--- src/rtl/pipe_stage_buf.sv ---
// Inter-stage pipeline buffer: DEPTH-entry FIFO carrying an opaque WIDTH-bit payload.
// Latency: a push into an empty buffer appears on valid_o/data_o after the same edge.
// Backpressure: ready_o drops when full, stalled, flushing or in reset; no full-buffer pass-through.
//
// Ports:
//   clk_i, rst_i            clock, asynchronous active-low reset
//   valid_i/ready_o/data_i  upstream handshake and payload (push = valid_i & ready_o)
//   valid_o/ready_i/data_o  downstream handshake and head payload (RESET_VAL when empty)
//   stall_i                 hazard hold: no push, no pop, contents frozen
//   flush_i                 synchronous discard of all entries (wins over stall)
//   count_o                 current occupancy
//   bubble_cnt_o, stall_cnt_o  saturating 16-bit statistics, present only when
//                              the PIPE_BUF_STATS_EN macro is defined
module pipe_stage_buf #(
    parameter int unsigned      WIDTH     = 64,
    parameter int unsigned      DEPTH     = 2,
    parameter logic [WIDTH-1:0] RESET_VAL = '0
) (
    input  logic                       clk_i,
    input  logic                       rst_i,
    input  logic                       valid_i,
    output logic                       ready_o,
    input  logic [WIDTH-1:0]           data_i,
    output logic                       valid_o,
    input  logic                       ready_i,
    output logic [WIDTH-1:0]           data_o,
    input  logic                       stall_i,
    input  logic                       flush_i,
    output logic [$clog2(DEPTH+1)-1:0] count_o
`ifdef PIPE_BUF_STATS_EN
    ,
    output logic [15:0]                bubble_cnt_o,
    output logic [15:0]                stall_cnt_o
`endif
);

    localparam int unsigned CW = $clog2(DEPTH+1);
    // Keep pointers at least one bit wide so DEPTH=1 still elaborates.
    localparam int unsigned PW = (DEPTH > 1) ? $clog2(DEPTH) : 1;

    logic [WIDTH-1:0] mem [DEPTH];
    logic [PW-1:0]    rd_ptr;
    logic [PW-1:0]    wr_ptr;
    logic [CW-1:0]    count;
    logic             push;
    logic             pop;

    // Pointers wrap explicitly so non-power-of-two depths work.
    function automatic logic [PW-1:0] ptr_next(input logic [PW-1:0] p);
        return (p == PW'(DEPTH-1)) ? '0 : p + 1'b1;
    endfunction

    assign ready_o = (count < CW'(DEPTH)) & ~stall_i & ~flush_i & rst_i;
    assign valid_o = (count != '0);
    // Output is a mux of registered state only; empty presents the NOP bubble.
    assign data_o  = valid_o ? mem[rd_ptr] : RESET_VAL;
    assign count_o = count;

    assign push = valid_i & ready_o;
    assign pop  = valid_o & ready_i & ~stall_i & ~flush_i;

    always_ff @(posedge clk_i or negedge rst_i) begin
        if (!rst_i) begin
            count  <= '0;
            rd_ptr <= '0;
            wr_ptr <= '0;
            for (int i = 0; i < int'(DEPTH); i++) begin
                mem[i] <= RESET_VAL;
            end
        end else if (flush_i) begin
            count  <= '0;
            rd_ptr <= '0;
            wr_ptr <= '0;
        end else begin
            // stall_i is already folded into push and pop.
            if (push) begin
                mem[wr_ptr] <= data_i;
                wr_ptr      <= ptr_next(wr_ptr);
            end
            if (pop) begin
                rd_ptr <= ptr_next(rd_ptr);
            end
            case ({push, pop})
                2'b10:   count <= count + 1'b1;
                2'b01:   count <= count - 1'b1;
                default: count <= count;
            endcase
        end
    end

`ifdef PIPE_BUF_STATS_EN
    always_ff @(posedge clk_i or negedge rst_i) begin
        if (!rst_i) begin
            bubble_cnt_o <= '0;
            stall_cnt_o  <= '0;
        end else begin
            if (!valid_o && ready_i && bubble_cnt_o != 16'hFFFF) begin
                bubble_cnt_o <= bubble_cnt_o + 16'd1;
            end
            if (stall_i && stall_cnt_o != 16'hFFFF) begin
                stall_cnt_o <= stall_cnt_o + 16'd1;
            end
        end
    end
`endif

endmodule

--- config.mk ---
export PLATFORM = sky130hd
export DESIGN_NAME = pipe_stage_buf
export DESIGN_NICKNAME = d
export VERILOG_FILES = /design/src/rtl/pipe_stage_buf.sv
export SDC_FILE = /design/constraint.sdc
export NUM_CORES = 1
export LEC_CHECK = 0
export CORE_UTILIZATION = 54
export CTS_CLUSTER_SIZE = 28
export DETAILED_ROUTE_END_ITERATION = 12
export GPL_ROUTABILITY_DRIVEN = 0
export GPL_TIMING_DRIVEN = 0
export PLACE_DENSITY = 0.83
export SKIP_LAST_GASP = 1
export SLEW_MARGIN = 20
export SYNTH_ARGS = -nofsm -noshare
export SYNTH_HDL_FRONTEND = slang
export SYNTH_SLANG_ARGS = --single-unit
--- constraint.sdc ---
create_clock -name clk_i -period 4.1 [get_ports clk_i]
set_input_delay 0.41 -clock clk_i [delete_from_list [all_inputs] [get_ports clk_i]]
set_output_delay 0.41 -clock clk_i [all_outputs]
set_load 0.01 [all_outputs]
==> impl_metrics.csv <==
group,metric,value,unit
timing,drv_slew,0,
timing,finalCritPeriodShare,78.5,%
clock_tree,cts_root_buffer,"clkbuf_8",
clock_tree,numCtsBuffers,17,
critical_path,crit_fanout,77,
yosys,yosys_warnings,0,
floorplanning,fp.dieW,107,um
timing,finalHoldViolations,0,
clock_tree,htreeDepth,4,
yosys,yosysUniqueCellTypes,25,
timing,relSlewSlack,49.2,%
global_route,grt_max_degree,78,
place,placedCellCount,715,
place,place_ws,1.40,ns
final_layout,nFillCells,757,
yosys,yosysSeqAreaShare,55.3,%
critical_path,critPathKind,"in2out",
clock_tree,tritoncts,"done",
critical_path,critPathRequiredTime,3.69,ns
routing,drc_errors,0,
final_layout,stdcell_area,8080,sq um
routing,drt-wirelength-per-cell,17.0,um
clock_tree,clkSlewWorstSetupHoldPaths,0.06,ns
routing,ant_nets,0,
global_route,antenna_found_initial,0,
place,hpwlAfterDp,8630,um
routing,num_vias,3995,
place,portBuffers,137,
status,outcome,"finished, final reports clean",
critical_path,end_kind,"primary output",
floorplanning,initial_core_util,55.3,%
yosys,synth.cell_area,5970,sq um
yosys,synth_seq_cells,132,
yosys,ys_async_sr_fraction,100,%
place,place_area,7550,sq um
final_layout,syn_to_final_growth,35.2,%
routing,avgViaCountPerCell,5.36,
yosys,ys_top_cells_by_count,"dfrtp_1, mux2_2, nor2_1, mux2i_1, buf_6",
yosys,synth_nets,507,
yosys,synth_area_leaders,"dfrtp_1, mux2_2, mux2i_1",
yosys,synth_top_area_cell,"dfrtp_1",
clock_tree,clk_path_buf_depth,2,
pwr,ir_drop,0.254,mV
final_layout,diodes,0,
yosys,syn-mean-instance-area,13.7,sq um
routing,detail_route.first_pass.iterations,4,
clock_tree,insertion_delay,0.51,ns
timing,max_freq,311,MHz
clock_tree,cts_resized,0,
yosys,synth-edff-count,0,
timing,tightest_slew,0.762,ns
critical_path,critPathLaunchType,"input port",
critical_path,r2r_cells,4,
final_layout,drive_gt1_share,28.9,%
floorplanning,dieArea,11500,sq um
yosys,synthCells,437,
pwr,p_leak,3.50,nW
routing,drt_iter0_markers,136,
floorplanning,die-height,107,um
yosys,yosysTopAreaCellShare,55.3,%
critical_path,arrival,2.81,ns
final_layout,nets,665,
timing,skew,0.00779,ns
pwr,powerDensity,429,nW/um^2
yosys,synthMostInstantiatedCell,"dfrtp_1",
final_layout,finalNonFillerCells,746,
global_route,grt-ovfl-total,0,
clock_tree,cts_sinks,132,
routing,wirelength,12700,um
timing,final.min_clock_period,3.22,ns
flow_run,maxCapViolations,0,
timing,setup_viol,0,
global_route,grt_first_pass_wirelength,20800,um
global_route,grt_pass1_vias,4263,
floorplanning,std_cell_rows,38,
floorplanning,io_pins,138,
timing,rsz0062_at_grt,"no",
hold_path,min_path_type,"in2async",
timing,worst_slack,0.881,ns
global_route,grt_usage,23.9,%
floorplanning,coreArea,10800,sq um
yosys,synth_flop_cell,"dfrtp_1",
## per-layer routing
layer  global-route usage, %  up-vias  wire length (um)
li1                        -     1854                 -
met1                    30.1     2013              5700
met2                    38.3      110              6000
met3                    9.18       18               811
met4                    6.95        0               172
met5                       0        -                 0
## power by group
part           leakage (nW)  switching [W]  internal [W]
combinational          1.55       0.000210      0.000331
sequential             1.70      0.0000939       0.00150
clock                 0.258       0.000508      0.000823
total                  3.50       0.000812       0.00265
## final timing paths
kind / endpoint / start / slack (ns)
max: ready_o / rst_i / 0.88
min: mem[19] / rst_i / 0.42
max reg2reg: mem[9] / count_o[1] / 2.19
min reg2reg: mem[84] / mem[84] / 0.50
max in group asynchronous: mem[117] / rst_i / 2.96
min in group clk_i: mem[84] / mem[84] / 0.50
## cell usage in the layout (no fill, tap or decap), types with 5 or more instances in the layout
master,instances
clkdlybuf4s50_1,136
dfrtp_1,132
mux2_2,128
nor2_1,65
mux2i_1,64
clkbuf_16,16
buf_6,11
clkbuf_1,10
buf_1,5
buf_2,5
clkinv_2,5
## worst max-delay path: stages
cell             delay (ns)
dlygate4sd3_1          0.56
buf_8                  0.38
buf_16                 0.37
nor4b_4                0.39
clkdlybuf4s50_1        0.64
## what timing repair did
action	CTS	global route
hold endpoints to repair	57	0
hold buffers	1	0
buffers inserted	0	0
## state kept, by name, indices dropped and copies added (netlist names)
name and cells:
count_o 2, mem 128, rd_ptr 1, wr_ptr 1
## layout make-up
type	instances	area, sq um	area share, %
sequential	132	3300	40.9
multi-input combinational	277	2470	30.6
timing repair buffer	139	1410	17.5
clock buffer	24	460	5.70
buffer	27	194	2.40
tap	140	175	2.17
clock inverter	6	55.1	0.682
inverter	1	3.75	0.0465
## per-stage QoR
stage | utilization [%] | hold WS [ns] | power, W | TNS [ns]
floorplan | - | 0.114 | 0.00190 | 0
global placement | 69.7 | 0.486 | 0.00212 | -682.58
detailed placement | 70.0 | 0.365 | 0.00215 | 0
CTS | 74.8 | 0.412 | 0.00350 | 0
global route | 74.8 | 0.428 | 0.00363 | 0
finish | 74.8 | 0.418 | 0.00346 | 0
## cell families after synthesis
kind of cell,Yosys count,share of synthesized area [%]
compound gates,9,0.901
buf+inv,28,3.31
flops,132,55.3
mux,192,34.9
simple gates,76,5.62
No activity file was read; power rests on OpenSTA's default activity.
